--- src/rtl/stall_ctrl_pkg.sv ---
// Shared pipeline constants for the hazard/stall controller: default
// multiply/divide latencies, Tuse/Tnew encoding and busy-counter states.
package stall_ctrl_pkg;

    // Default busy latencies of the multiply/divide unit, in cycles.
    localparam int MULT_CYCLES_DEFAULT = 5;
    localparam int DIV_CYCLES_DEFAULT  = 10;

    // Tuse/Tnew fields are small cycle counts.
    localparam int TW = 2;
    typedef logic [TW-1:0] tick_t;

    // Tuse value meaning "this operand is never read".
    localparam tick_t TUSE_NONE = 2'd3;

    // Busy-counter states, derived from whether the count is zero.
    localparam logic [0:0] ST_IDLE = 1'b0;
    localparam logic [0:0] ST_BUSY = 1'b1;

    // Larger of two latencies, used to size the busy counter.
    function automatic int max_int(input int a, input int b);
        return (a > b) ? a : b;
    endfunction

endpackage

--- src/rtl/md_busy_cnt.sv ---
// Multiply/divide busy counter: loads the operation latency when a start is
// seen while idle, then counts down to zero. Starts while busy are ignored.
module md_busy_cnt
    import stall_ctrl_pkg::*;
#(
    parameter int MULT_CYCLES = MULT_CYCLES_DEFAULT,
    parameter int DIV_CYCLES  = DIV_CYCLES_DEFAULT
) (
    input  logic clk,
    input  logic reset,
    input  logic start,
    input  logic is_div,
    output logic busy
);

    localparam int MAX_CYC = max_int(MULT_CYCLES, DIV_CYCLES);
    localparam int CW      = (MAX_CYC < 1) ? 1 : $clog2(MAX_CYC + 1);

    localparam logic [CW-1:0] MULT_LOAD = CW'(MULT_CYCLES);
    localparam logic [CW-1:0] DIV_LOAD  = CW'(DIV_CYCLES);

    logic [CW-1:0] count_reg;
    logic [CW-1:0] count_next;
    logic [0:0]    state;

    assign state = (count_reg != '0) ? ST_BUSY : ST_IDLE;

    // Next count: load on an idle start, count down while busy (never below 0).
    always_comb begin
        count_next = count_reg;
        case (state)
            ST_IDLE: begin
                if (start) begin
                    count_next = is_div ? DIV_LOAD : MULT_LOAD;
                end
            end
            ST_BUSY: begin
                count_next = count_reg - 1'b1;
            end
            default: begin
                count_next = '0;
            end
        endcase
    end

    // Count register; reset aborts any operation and wins over start.
    always_ff @(posedge clk) begin
        if (reset) begin
            count_reg <= '0;
        end else begin
            count_reg <= count_next;
        end
    end

    assign busy = (state == ST_BUSY);

endmodule

--- src/rtl/stall_ctrl.sv ---
// Pipeline stall controller: detects RAW hazards of the instruction in D
// against E and M using Tuse/Tnew, plus multiply/divide unit conflicts,
// and freezes F/D while inserting a bubble into D/E.
module stall_ctrl
    import stall_ctrl_pkg::*;
#(
    parameter int MULT_CYCLES = MULT_CYCLES_DEFAULT,
    parameter int DIV_CYCLES  = DIV_CYCLES_DEFAULT
) (
    input  logic          clk,
    input  logic          reset,
    input  logic [4:0]    D_rs,
    input  logic [4:0]    D_rt,
    input  logic [TW-1:0] D_Tuse_rs,
    input  logic [TW-1:0] D_Tuse_rt,
    input  logic          D_is_md,
    input  logic [4:0]    E_A3,
    input  logic [TW-1:0] E_Tnew,
    input  logic [4:0]    M_A3,
    input  logic [TW-1:0] M_Tnew,
    input  logic          E_md_start,
    input  logic          E_md_div,
    output logic          F_PC_en,
    output logic          D_Reg_en,
    output logic          E_Reg_clr,
    output logic          md_busy
);

    logic [4:0] src  [2];
    tick_t      tuse [2];
    logic [1:0] opnd_stall;
    logic       rs_stall;
    logic       rt_stall;
    logic       md_stall;
    logic       stall;

    assign src[0]  = D_rs;
    assign src[1]  = D_rt;
    assign tuse[0] = D_Tuse_rs;
    assign tuse[1] = D_Tuse_rt;

    // Per-operand hazard: register 0 never conflicts, and an operand is
    // stalled only when a producer in E or M delivers later than it is needed.
    generate
        for (genvar gi = 0; gi < 2; gi++) begin : g_opnd
            logic used;
            logic hit_e;
            logic hit_m;
            assign used  = (tuse[gi] != TUSE_NONE);
            assign hit_e = (src[gi] == E_A3) && (E_Tnew > tuse[gi]);
            assign hit_m = (src[gi] == M_A3) && (M_Tnew > tuse[gi]);
            assign opnd_stall[gi] = used && (src[gi] != 5'd0) && (hit_e || hit_m);
        end
    endgenerate

    assign rs_stall = opnd_stall[0];
    assign rt_stall = opnd_stall[1];

    // A md instruction waits while the unit is busy or just being started.
    assign md_stall = D_is_md && (md_busy || E_md_start);

    assign stall     = rs_stall || rt_stall || md_stall;
    assign F_PC_en   = ~stall;
    assign D_Reg_en  = ~stall;
    assign E_Reg_clr = stall;

    md_busy_cnt #(
        .MULT_CYCLES (MULT_CYCLES),
        .DIV_CYCLES  (DIV_CYCLES)
    ) u_md_busy_cnt (
        .clk    (clk),
        .reset  (reset),
        .start  (E_md_start),
        .is_div (E_md_div),
        .busy   (md_busy)
    );

endmodule

--- config.mk ---
export PLATFORM = sky130hd
export DESIGN_NAME = stall_ctrl
export DESIGN_NICKNAME = d
export VERILOG_FILES = /design/src/rtl/stall_ctrl_pkg.sv /design/src/rtl/md_busy_cnt.sv /design/src/rtl/stall_ctrl.sv
export SDC_FILE = /design/constraint.sdc
export NUM_CORES = 1
export LEC_CHECK = 0
export ABC_AREA = 1
export CORE_MARGIN = 5
export CORE_UTILIZATION = 45
export CTS_CLUSTER_SIZE = 16
export DETAILED_ROUTE_END_ITERATION = 12
export PLACE_DENSITY = 0.9
export SYNTH_ARGS = -nofsm -noshare
export SYNTH_HDL_FRONTEND = slang
export SYNTH_SLANG_ARGS = --single-unit
--- constraint.sdc ---
create_clock -name clk -period 6 [get_ports clk]
set_clock_uncertainty 0.1 [all_clocks]
set_input_delay 1.5 -clock clk [delete_from_list [all_inputs] [get_ports clk]]
set_output_delay 1.5 -clock clk [all_outputs]
set_load 0.01 [all_outputs]
==> results.md <==
- Run status: finished, final reports clean
- Cells after Synth: about 160
- Worst setup SP type: primary input
- CP Max Fanout: 2
- Type of the worst setup path: in -> out
- Final setup violation count: 0
- Met3 Use GR: 0.0423
- Clock root buffer: clkbuf_4
- Num CTS Buffers: 3
- GRT busiest layer: met2
- Worst-Skew Late Latency: about 240 ps
- Die W: approximately 53 um
- Starting density of the core: 0.481
- RSZ-0062 raised after global routing: no
- CTS tree: done
- Rel. slew slack: 0.860
- Initial antenna violation count: 0
- Switch share: 0.449
- Pin count of the biggest net entering global routing: 7
- Total Routing Usage GR: 0.197
- Sinks on Clock Net: 4
- Number of DRC markers in iteration 0: 15
- Met2 GRT Util: 0.363
- # Post-CTS Setup Buffers: 0
- Clk network pwr share: 0.132
- Placer Congestion: about 0.91
- Post-synth cell types: 18
- Nets: between 200 and 250
- Slew @ Worst Pin: 209 ps
- DP Worst Slack: between 800 and 900 ps
- Vias in the first global route: approximately 1100
- Leakage: about 0.7 nW
- Mapped Avg Cell Area: 5.24 um^2
- Crit. End Element: primary output
- Post-DR vias/cell: around 4.7
- PnR worst setup slack: slightly below 900 ps
- DIE HEIGHT: 53.4 um
- Via count: 1049
- Seq/Total Area, Yosys: 0.0944
- Max clock buf depth: 2
- Clock Pin Slew Worst Setup and Hold Paths: 30 ps
- Worst VDD drop: roughly 0.00012 V
- CP peak stage delay: about 550 ps
- Most frequent cell on the critical path: nand2_1
- FF-to-FF path depth: 8
- # resized after CTS: 0
- Floorplan row count: 15
- Total Power: between 0.0002 and 0.0003 W
- Final hold vios: 0
- Worst R2R End: u_md_busy_cnt.count_reg[1]$_SDFFE_PP0N_
- Logic gate share of total power: 0.688
- R2R Setup Slk: around 4500 ps
- Met1 Resource Use GR: 0.212
- Max FFs per register: 4
- Final period utilization: 0.853
- First-pass GRT wire length: 4.18 mm
- GRT overflow: 0
- Number of max-cap violations: 0
- Crit. Startpoint: D_Tuse_rs[1]
- Sequential share of power: 0.181
- Core area: ~1800 um^2
- Final-layout fill cell count: around 160
- Crit-path cells: clkdlybuf4s50_1 > inv_1 > ha_1 > a21oi_1 > nor2_1 > nand3_1 > nand2_1 > nand2_1 > nand2_1 > nor2_2 > clkdlybuf4s50_1
- Int Pwr: 0.000143 W
- Post-CTS Hold Buffers: 0
- Max-slew violations: 0
- Drc violations: 0
- Req. time, crit path: 4400 ps
- CP endpoint: D_Reg_en
- Area grow syn2layout: 47.9%
- Ys Warns: 0
- Mapped Nets: roughly 200
- Pre-antenna DRT Iters: 5
- Ports: 37
- Layout cells sized above 1: 0.0700
- Pwr Density: between 200 and 250 nW/um^2
- Port bufs: 36
- Placed wire-length estimate: approximately 2.2 mm
- CTS HTree Levels: 1
- Seq cells post-synth: 4
- Crit path arrival time: 3520 ps
- Drt total wl: 2.43 mm
- ANT cells: 0
- Worst r2r src: u_md_busy_cnt.count_reg[0]$_SDFFE_PP0N_
- Fmax: around 0.2 GHz
- Wirelength per Cell: about 11 um
- Cell area after synthesis: 848 um^2
- Critical-path top delay cell: clkdlybuf4s50_1
- Setup TNS: 0 ps
- Final min period: between 5000 and 6000 ps
- Die area: about 2900 um^2
- P_sw: between 0.0001 and 0.00015 W
- Number of routed nets with antenna violations: 0
- HP Class: reg -> reg
cells by family (layout without fill, tap and decap cells):
logic type,count (synthesis),after routing,synth area share
XOR/XNOR,6,6,0.0619
adder cells (fa/ha/maj),10,10,0.147
buffers and inverters,39,77,0.178
AND/OR/NAND/NOR,89,89,0.435
flip-flops,4,4,0.0944
AO/OA/AOI/OAI,14,14,0.0826
cell type report:
| type | count | area [um^2] | share of cell area |
|---|---|---|---|
| multi-input combinational | 119 | 617 | 0.492 |
| timing repair buffer | 36 | 360 | 0.287 |
| inverter | 38 | 144 | 0.115 |
| sequential | 4 | 80.1 | 0.0638 |
| tap | 25 | 31.3 | 0.0249 |
| clock buffer | 3 | 22.5 | 0.0179 |
worst min path at each step:
stage,startpoint,endpoint,slack [ps],cells after the start
after floorplan,u_md_busy_cnt.count_reg[1]$_SDFFE_PP0N_,u_md_busy_cnt.count_reg[1]$_SDFFE_PP0N_,350,2
after global placement,u_md_busy_cnt.count_reg[1]$_SDFFE_PP0N_,u_md_busy_cnt.count_reg[1]$_SDFFE_PP0N_,380,2
after detailed placement,u_md_busy_cnt.count_reg[1]$_SDFFE_PP0N_,u_md_busy_cnt.count_reg[1]$_SDFFE_PP0N_,420,2
after CTS,u_md_busy_cnt.count_reg[1]$_SDFFE_PP0N_,u_md_busy_cnt.count_reg[1]$_SDFFE_PP0N_,430,2
after global routing,u_md_busy_cnt.count_reg[1]$_SDFFE_PP0N_,u_md_busy_cnt.count_reg[1]$_SDFFE_PP0N_,440,2
final,u_md_busy_cnt.count_reg[1]$_SDFFE_PP0N_,u_md_busy_cnt.count_reg[1]$_SDFFE_PP0N_,430,2
worst max-delay path: cells and delay by family:
| kind | cells | cell delay, ps |
|---|---|---|
| and+or+nand+nor | 6 | 460 |
| buffers and inverters | 3 | 1090 |
| AOI/OAI and AO/OA | 1 | 170 |
| adders and majority gates | 1 | 300 |
synth_stat cells (all sizes together):
library cell | instances | share of area
buf | 1 | 0.0089
dfxtp | 4 | 0.094
o21ai | 8 | 0.047
nand2 | 56 | 0.26
nor2 | 20 | 0.10
nor3 | 2 | 0.012
nand4 | 1 | 0.0074
nand3 | 10 | 0.059
a21oi | 6 | 0.035
xor2 | 6 | 0.062
ha | 10 | 0.15
inv | 37 | 0.16
clkinv | 1 | 0.0059
routing by layer:
layer | vias up | share of wire
met5 | - | 0
met4 | 0 | 0.017
met3 | 5 | 0.066
met2 | 38 | 0.53
met1 | 443 | 0.39
li1 | 563 | -
power by group through the flow:
stage / registers, W / logic (W) / clock network [W]
final: 0.0000467 / 0.000178 / 0.0000341
after detailed placement: 0.0000473 / 0.000178 / 0
after global routing: 0.0000485 / 0.000201 / 0.0000380
after global placement: 0.0000468 / 0.000167 / 0
after CTS: 0.0000469 / 0.000179 / 0.0000343
after floorplan: 0.0000454 / 0.000111 / 0
per-stage QoR:
step           hold WS [ps]  area (um^2)  cells  utilization
6_report                427         1250    225        0.711
5_1_grt                 438         1250    225        0.711
3_3_place_gp            380         1230    222        0.699
4_1_cts                 427         1250    225        0.711
3_5_place_dp            422         1230    222        0.699
2_1_floorplan           351          848    162            -
cell usage in the layout, fill, tap and decap left out:
master / count
nor2_2: 1
ha_1: 10
a21oi_1: 6
o21ai_0: 5
nor3_1: 2
dfxtp_1: 4
nand2_1: 53
clkbuf_4: 3
nand2_2: 3
o21ai_1: 3
nor2_4: 1
clkdlybuf4s50_1: 36
inv_2: 5
nand4_1: 1
xor2_1: 6
nor2_1: 18
clkinv_2: 1
nand3_1: 10
inv_1: 32
No activity file was read; power rests on OpenSTA's default activity.
==> RTL change 1, RTL diff (same flow settings) <==
Register the input `D_rt` before use, without a reset. The logic sees it one clock later. The other inputs are not delayed to match.
--- a/src/rtl/stall_ctrl.sv
+++ b/src/rtl/stall_ctrl.sv
@@ -26,6 +26,12 @@
     output logic          md_busy
 );
 
+    logic [4:0] D_rt_q;
+
+    always_ff @(posedge clk) begin
+        D_rt_q <= D_rt;
+    end
+
     logic [4:0] src  [2];
     tick_t      tuse [2];
     logic [1:0] opnd_stall;
@@ -35,7 +41,7 @@
     logic       stall;
 
     assign src[0]  = D_rs;
-    assign src[1]  = D_rt;
+    assign src[1]  = D_rt_q;
     assign tuse[0] = D_Tuse_rs;
     assign tuse[1] = D_Tuse_rt;
 
Formal check against the unedited RTL: not equivalent (Yosys sat finds a counterexample within 4 cycles, from zero or initial values and one cycle with reset high).
==> RTL change 1 against the unedited design <==
Total power increased by 13%. Cell count increased by 3.1%. Sequential cell count increased by 5. Synthesized area increased by 11%. Design area increased by 8.0%. Non-clock buffer count unchanged. Setup slack got worse by 0.0070 ns. Sequential share of layout area increased by 6.9 points. Wire length decreased by 2.1%. Critical path type unchanged. Critical endpoint unchanged.
==> RTL change 1: results (changes against the unedited design) <==
* finished, final reports clean — outcome, unchanged
* 28 — Detailed Route Iter0 Violations, was 15
* sky130_fd_sc_hd__clkdlybuf4s50_1 — slowest library cell on the worst path, unchanged
* 0.228 ns — Tightest Pin Transition, was 0.209 ns
* 5 — Largest register FFs, was 4
* 28.0% — GRT met2 Usage, was 36.3%
* 19.1% — sequential share of the synthesized area, was 9.44%
* 1007 — via count of the first global-routing pass, was 1080
* 0 — number of antenna violations at the first check in global routing, unchanged
* 994 um — post-route met1 wirelength, was 947 um
* 0.898 — weighted congestion reported at the end of routability-driven placement, was 0.911
* 4.39% — share of post-route cells with drive strength above 1, was 7.00%
* 0.887 ns — worst setup timing slack at the placement stage, was 0.891 ns
* 3 — critical path peak fanout, was 2
* 16.0% — overall fraction of global-route tracks in use, was 19.7%
* 0 — count of max-cap constraint violations, unchanged
* 0.164 mW — combinational cell power, was 0.178 mW
* 3.53 ns — endpoint arrival time on the critical path, was 3.52 ns
* 15.8% — clock network fraction of design power, was 13.2%
* 2380 um — sum of routed wire length over all layers, was 2430 um
* 249 — nets, was 245
* met4 — top sig layer, unchanged
* 0 — antenna fix cells, unchanged
* 209 um — met3 routed wirelength, was 160 um
* 2060 um — post-detail-place hpwl, was 2180 um
* 209 — number of nets in the synthesized netlist, was 205
* 0 — Resized Gates After CTS, unchanged
* 0.06 ns — clock slew at the register clock pins of the worst setup and hold paths, was 0.03 ns
* sky130_fd_sc_hd__dfxtp_1 — Post-synth top flop, unchanged
* 1089 — total via count after detailed routing, was 1049
* 1130 um — routed length on met2, was 1290 um
* 4100 um — wire length of the first global-routing pass, was 4180 um
* 4.41% — routing usage on met3, was 4.23%
* 0.764 nW — leakage power total, was 0.706 nW
* 38.6% — fraction of power spent switching nets, was 44.9%
* 4 — drt first pass iters, was 5
* sky130_fd_sc_hd__nand2_1 22%, sky130_fd_sc_hd__dfxtp_1 19%, sky130_fd_sc_hd__inv_1 14% — main area contributors after synthesis, was sky130_fd_sc_hd__nand2_1 23%, sky130_fd_sc_hd__ha_1 15%, sky130_fd_sc_hd__inv_1 14%
* 18.2% — met1 Track Usage GR, was 21.2%
* 224 uV — Max VDD drop, was 118 uV
* 56 x sky130_fd_sc_hd__nand2_1, 36 x sky130_fd_sc_hd__inv_1, 16 x sky130_fd_sc_hd__nor2_1 — top post-synthesis cells by count, was 53 x sky130_fd_sc_hd__nand2_1, 32 x sky130_fd_sc_hd__inv_1, 18 x sky130_fd_sc_hd__nor2_1
* 8 — pin count of the biggest net entering global routing, was 7
* 0.26 ns — insertion delay to the later sink of the worst-skew pair, was 0.24 ns
* 0 — Yosys Warn Count, unchanged
* 0 — Post-CTS Repair Setup Buffers, unchanged
* 20 — number of library cell types mapped by synthesis, was 18
* 1 — CTS HTree Levels, unchanged
* 2 — clock buffer depth, unchanged
==> RTL change 1: stage by stage <==
step / area [sq um] / instances / power (mW) / hold slack, ns
after detailed placement: 1330 / 228 / 0.248 / 0.467
after CTS: 1360 / 232 / 0.295 / 0.477
after global routing: 1360 / 232 / 0.320 / 0.496
final: 1360 / 232 / 0.293 / 0.470
after global placement: 1330 / 228 / 0.242 / 0.448
after floorplan: 941 / 166 / 0.187 / 0.418
==> RTL change 1: path summary, 6_finish.rpt <==
check / from / to / slack (ns) / cells past startpoint
worst max-delay path: D_Tuse_rt[1] / D_Reg_en / 0.87 / 11
worst min-delay path: u_md_busy_cnt.count_reg[0]$_SDFFE_PP0N_ / u_md_busy_cnt.count_reg[0]$_SDFFE_PP0N_ / 0.47 / 2
worst max register to register: u_md_busy_cnt.count_reg[0]$_SDFFE_PP0N_ / u_md_busy_cnt.count_reg[1]$_SDFFE_PP0N_ / 4.54 / 8
worst min register to register: u_md_busy_cnt.count_reg[0]$_SDFFE_PP0N_ / u_md_busy_cnt.count_reg[0]$_SDFFE_PP0N_ / 0.47 / 2
==> RTL change 1: cells by family after synthesis <==
family                     count (synthesis)  synth area share [%]
AOI/OAI and AO/OA                         13                  7.18
xor gates and xnor gates                   6                  5.59
adders and majority gates                 10                  13.3
buffers and inverters                     39                  16.0
DFF                                        9                  19.1
and+or+nand+nor                           89                  38.8
==> RTL change 1: area by class of cell <==
type	count	area [sq um]
multi-input cells	118	611
flip-flops and latches	9	180
inverters	38	143
clock buffers	3	22.5
fillers	166	627
well taps	27	33.8
repair buffers	36	360
clock inverters	1	5.00
==> RTL change 1: tightest hold or removal path, delay by kind of cell (launching register included) <==
family | cells | cell delay (ns)
DFF | 1 | 0.32
AOI/OAI and AO/OA | 2 | 0.20
==> RTL change 2, RTL diff (config.mk and constraints unchanged) <==
Made on the original files. `MULT_CYCLES_DEFAULT`: 5 -> 6.
--- a/src/rtl/stall_ctrl_pkg.sv
+++ b/src/rtl/stall_ctrl_pkg.sv
@@ -3,7 +3,7 @@
 package stall_ctrl_pkg;
 
     // Default busy latencies of the multiply/divide unit, in cycles.
-    localparam int MULT_CYCLES_DEFAULT = 5;
+    localparam int MULT_CYCLES_DEFAULT = 6;
     localparam int DIV_CYCLES_DEFAULT  = 10;
 
     // Tuse/Tnew fields are small cycle counts.
Behaviour: not the same (a bounded check fails within 10 cycles, from zero or initial values and one cycle with reset high).
==> RTL change 2 against the unedited design <==
Wire length up 10%. Via count up 8.9%. Total power down 2.4%. Synthesized area down 0.15%. Sequential cell count unchanged. Clock power up 6%. Cell count down 2.2%. Non-clock buffer count unchanged. Design area about the same. Setup slack worse by 0.077 ns. Critical path depth unchanged. Critical path type unchanged. Critical endpoint unchanged. Largest cell class unchanged. Largest power group unchanged.
==> RTL change 2: results (changes against the unedited design) <==
* 951 um — post-route met1 wirelength, was 947 um
* 3.60 ns — endpoint arrival time on the critical path, was 3.52 ns
* 200 — number of nets in the synthesized netlist, was 205
* 0 — antenna fix cells, unchanged
* 0 — number of antenna violations at the first check in global routing, unchanged
* sky130_fd_sc_hd__clkbuf_4 — clock tree root buffer cell, unchanged
* 142 uV — Max VDD drop, was 118 uV
* 5.19 — detail-routed via count per cell, was 4.66
* 0.03 ns — clock slew at the register clock pins of the worst setup and hold paths, about the same
* 0 — count of max-cap constraint violations, unchanged
* 4.59 ns — setup slack of the most critical reg-to-reg path, was 4.54 ns
* met4 — top sig layer, unchanged
* 4.14% — share of the synthesized netlist area taken by xor and xnor gates, was 6.19%
* 6 — drt first pass iters, was 5
* register to register — worst min-delay path category, unchanged
* 43 — Detailed Route Iter0 Violations, was 15
* 52 x sky130_fd_sc_hd__nand2_1, 31 x sky130_fd_sc_hd__inv_1, 19 x sky130_fd_sc_hd__nor2_1 — top post-synthesis cells by count, was 53 x sky130_fd_sc_hd__nand2_1, 32 x sky130_fd_sc_hd__inv_1, 18 x sky130_fd_sc_hd__nor2_1
* 1139 — via count of the first global-routing pass, was 1080
* 24 — number of library cell types mapped by synthesis, was 18
* 0 — Resized Gates After CTS, unchanged
* 0% — ys async rst share, unchanged
* 4510 um — wire length of the first global-routing pass, was 4180 um
* 9.45% — sequential share of the synthesized area, was 9.44%
* 0.56 ns — biggest cell delay along the critical path
* 0% — multiplexer area fraction after synthesis, unchanged
* 8 — pin count of the biggest net entering global routing, was 7
* sky130_fd_sc_hd__clkdlybuf4s50_1 — slowest library cell on the worst path, unchanged
* 179 um — met3 routed wirelength, was 160 um
* 6.67% — share of post-route cells with drive strength above 1, was 7.00%
* 163 — Filler Cell Count, unchanged
* 2 — critical path peak fanout, unchanged
* 0.690 nW — leakage power total, was 0.706 nW
* sky130_fd_sc_hd__nand2_1 23%, sky130_fd_sc_hd__ha_1 15%, sky130_fd_sc_hd__inv_1 14% — main area contributors after synthesis, unchanged
* 2 — clock buffer depth, unchanged
* 2290 um — post-detail-place hpwl, was 2180 um
* 0.25 ns — insertion delay to the later sink of the worst-skew pair
* 21.3% — overall fraction of global-route tracks in use, was 19.7%
* 0 — Post-CTS Repair Setup Buffers, unchanged
* 12.2 um — DR WL/cell, was 10.8 um
* 1390 um — routed length on met2, was 1290 um
* 0 — Yosys Warn Count, unchanged
* 240 — nets, was 245
* 14.8% — synthesized-area fraction occupied by adder cells, was 14.7%
* 0.274 ns — Tightest Pin Transition, was 0.209 ns
* buffers and inverters — kind of cell adding the most delay to the critical path, unchanged
* finished, final reports clean — outcome, unchanged
* 3 — number of buffers inserted during clock tree synthesis, unchanged
* sky130_fd_sc_hd__dfxtp_1 — Post-synth top flop, unchanged
* 4 — Largest register FFs, unchanged
* 12.1% — compound-gate portion of the synthesized area, was 8.26%
* 0.880 — weighted congestion reported at the end of routability-driven placement, was 0.911
[RTL change 2: changes by cell type after synthesis, sizes merged, moves of 2 or more]
cell / delta
o211ai: +2
nand2: -2
xor2: -2
inv: -3
nand3: -2
[RTL change 2: cells by family after synthesis]
group | count (synthesis)
compound gates | 18
xor+xnor | 4
fa+ha+maj | 10
buf+inv | 35
flops | 4
simple gates | 86
[RTL change 2: area by class of cell]
cell class | instances | area, sq um | share of cell area, %
tap | 25 | 31.3 | 2.50
multi-input combinational | 118 | 632 | 50.4
timing repair buffer | 36 | 360 | 28.7
clock buffer | 3 | 22.5 | 1.80
sequential | 4 | 80.1 | 6.39
inverter | 34 | 128 | 10.2
[RTL change 2: metrics by stage]
step                total power [mW]  area (sq um)  std cells  setup slack [ns]  hold WS (ns)
global placement               0.201          1230        217             0.948         0.338
detailed placement             0.212          1230        217             0.829         0.346
finish                         0.253          1250        220             0.805         0.361
floorplan                      0.147           847        157              1.79         0.326
global route                   0.275          1250        220             0.631         0.384
CTS                            0.251          1250        220             0.817         0.356
[RTL change 2: path summary, 6_finish.rpt]
path / from / endpoint / depth (start not counted)
worst min-delay path: u_md_busy_cnt.count_reg[0]$_SDFFE_PP0N_ / u_md_busy_cnt.count_reg[0]$_SDFFE_PP0N_ / 1
worst min register to register: u_md_busy_cnt.count_reg[0]$_SDFFE_PP0N_ / u_md_busy_cnt.count_reg[0]$_SDFFE_PP0N_ / 1
worst max register to register: u_md_busy_cnt.count_reg[1]$_SDFFE_PP0N_ / u_md_busy_cnt.count_reg[3]$_SDFFE_PP0N_ / 7
worst max-delay path: D_Tuse_rt[1] / D_Reg_en / 11
[RTL change 2: metal layers]
metal,vias to the layer above,global-route usage (%)
li1,558,-
met1,489,22.2
met2,72,38.8
met3,23,1.13
met4,0,17.0
met5,-,0
[RTL change 2: report_power, final]
group | internal, mW | leakage (nW) | switching, mW
clock | 0.0225 | 0.0138 | 0.0135
combinational | 0.0782 | 0.643 | 0.0907
sequential | 0.0380 | 0.0333 | 0.00983
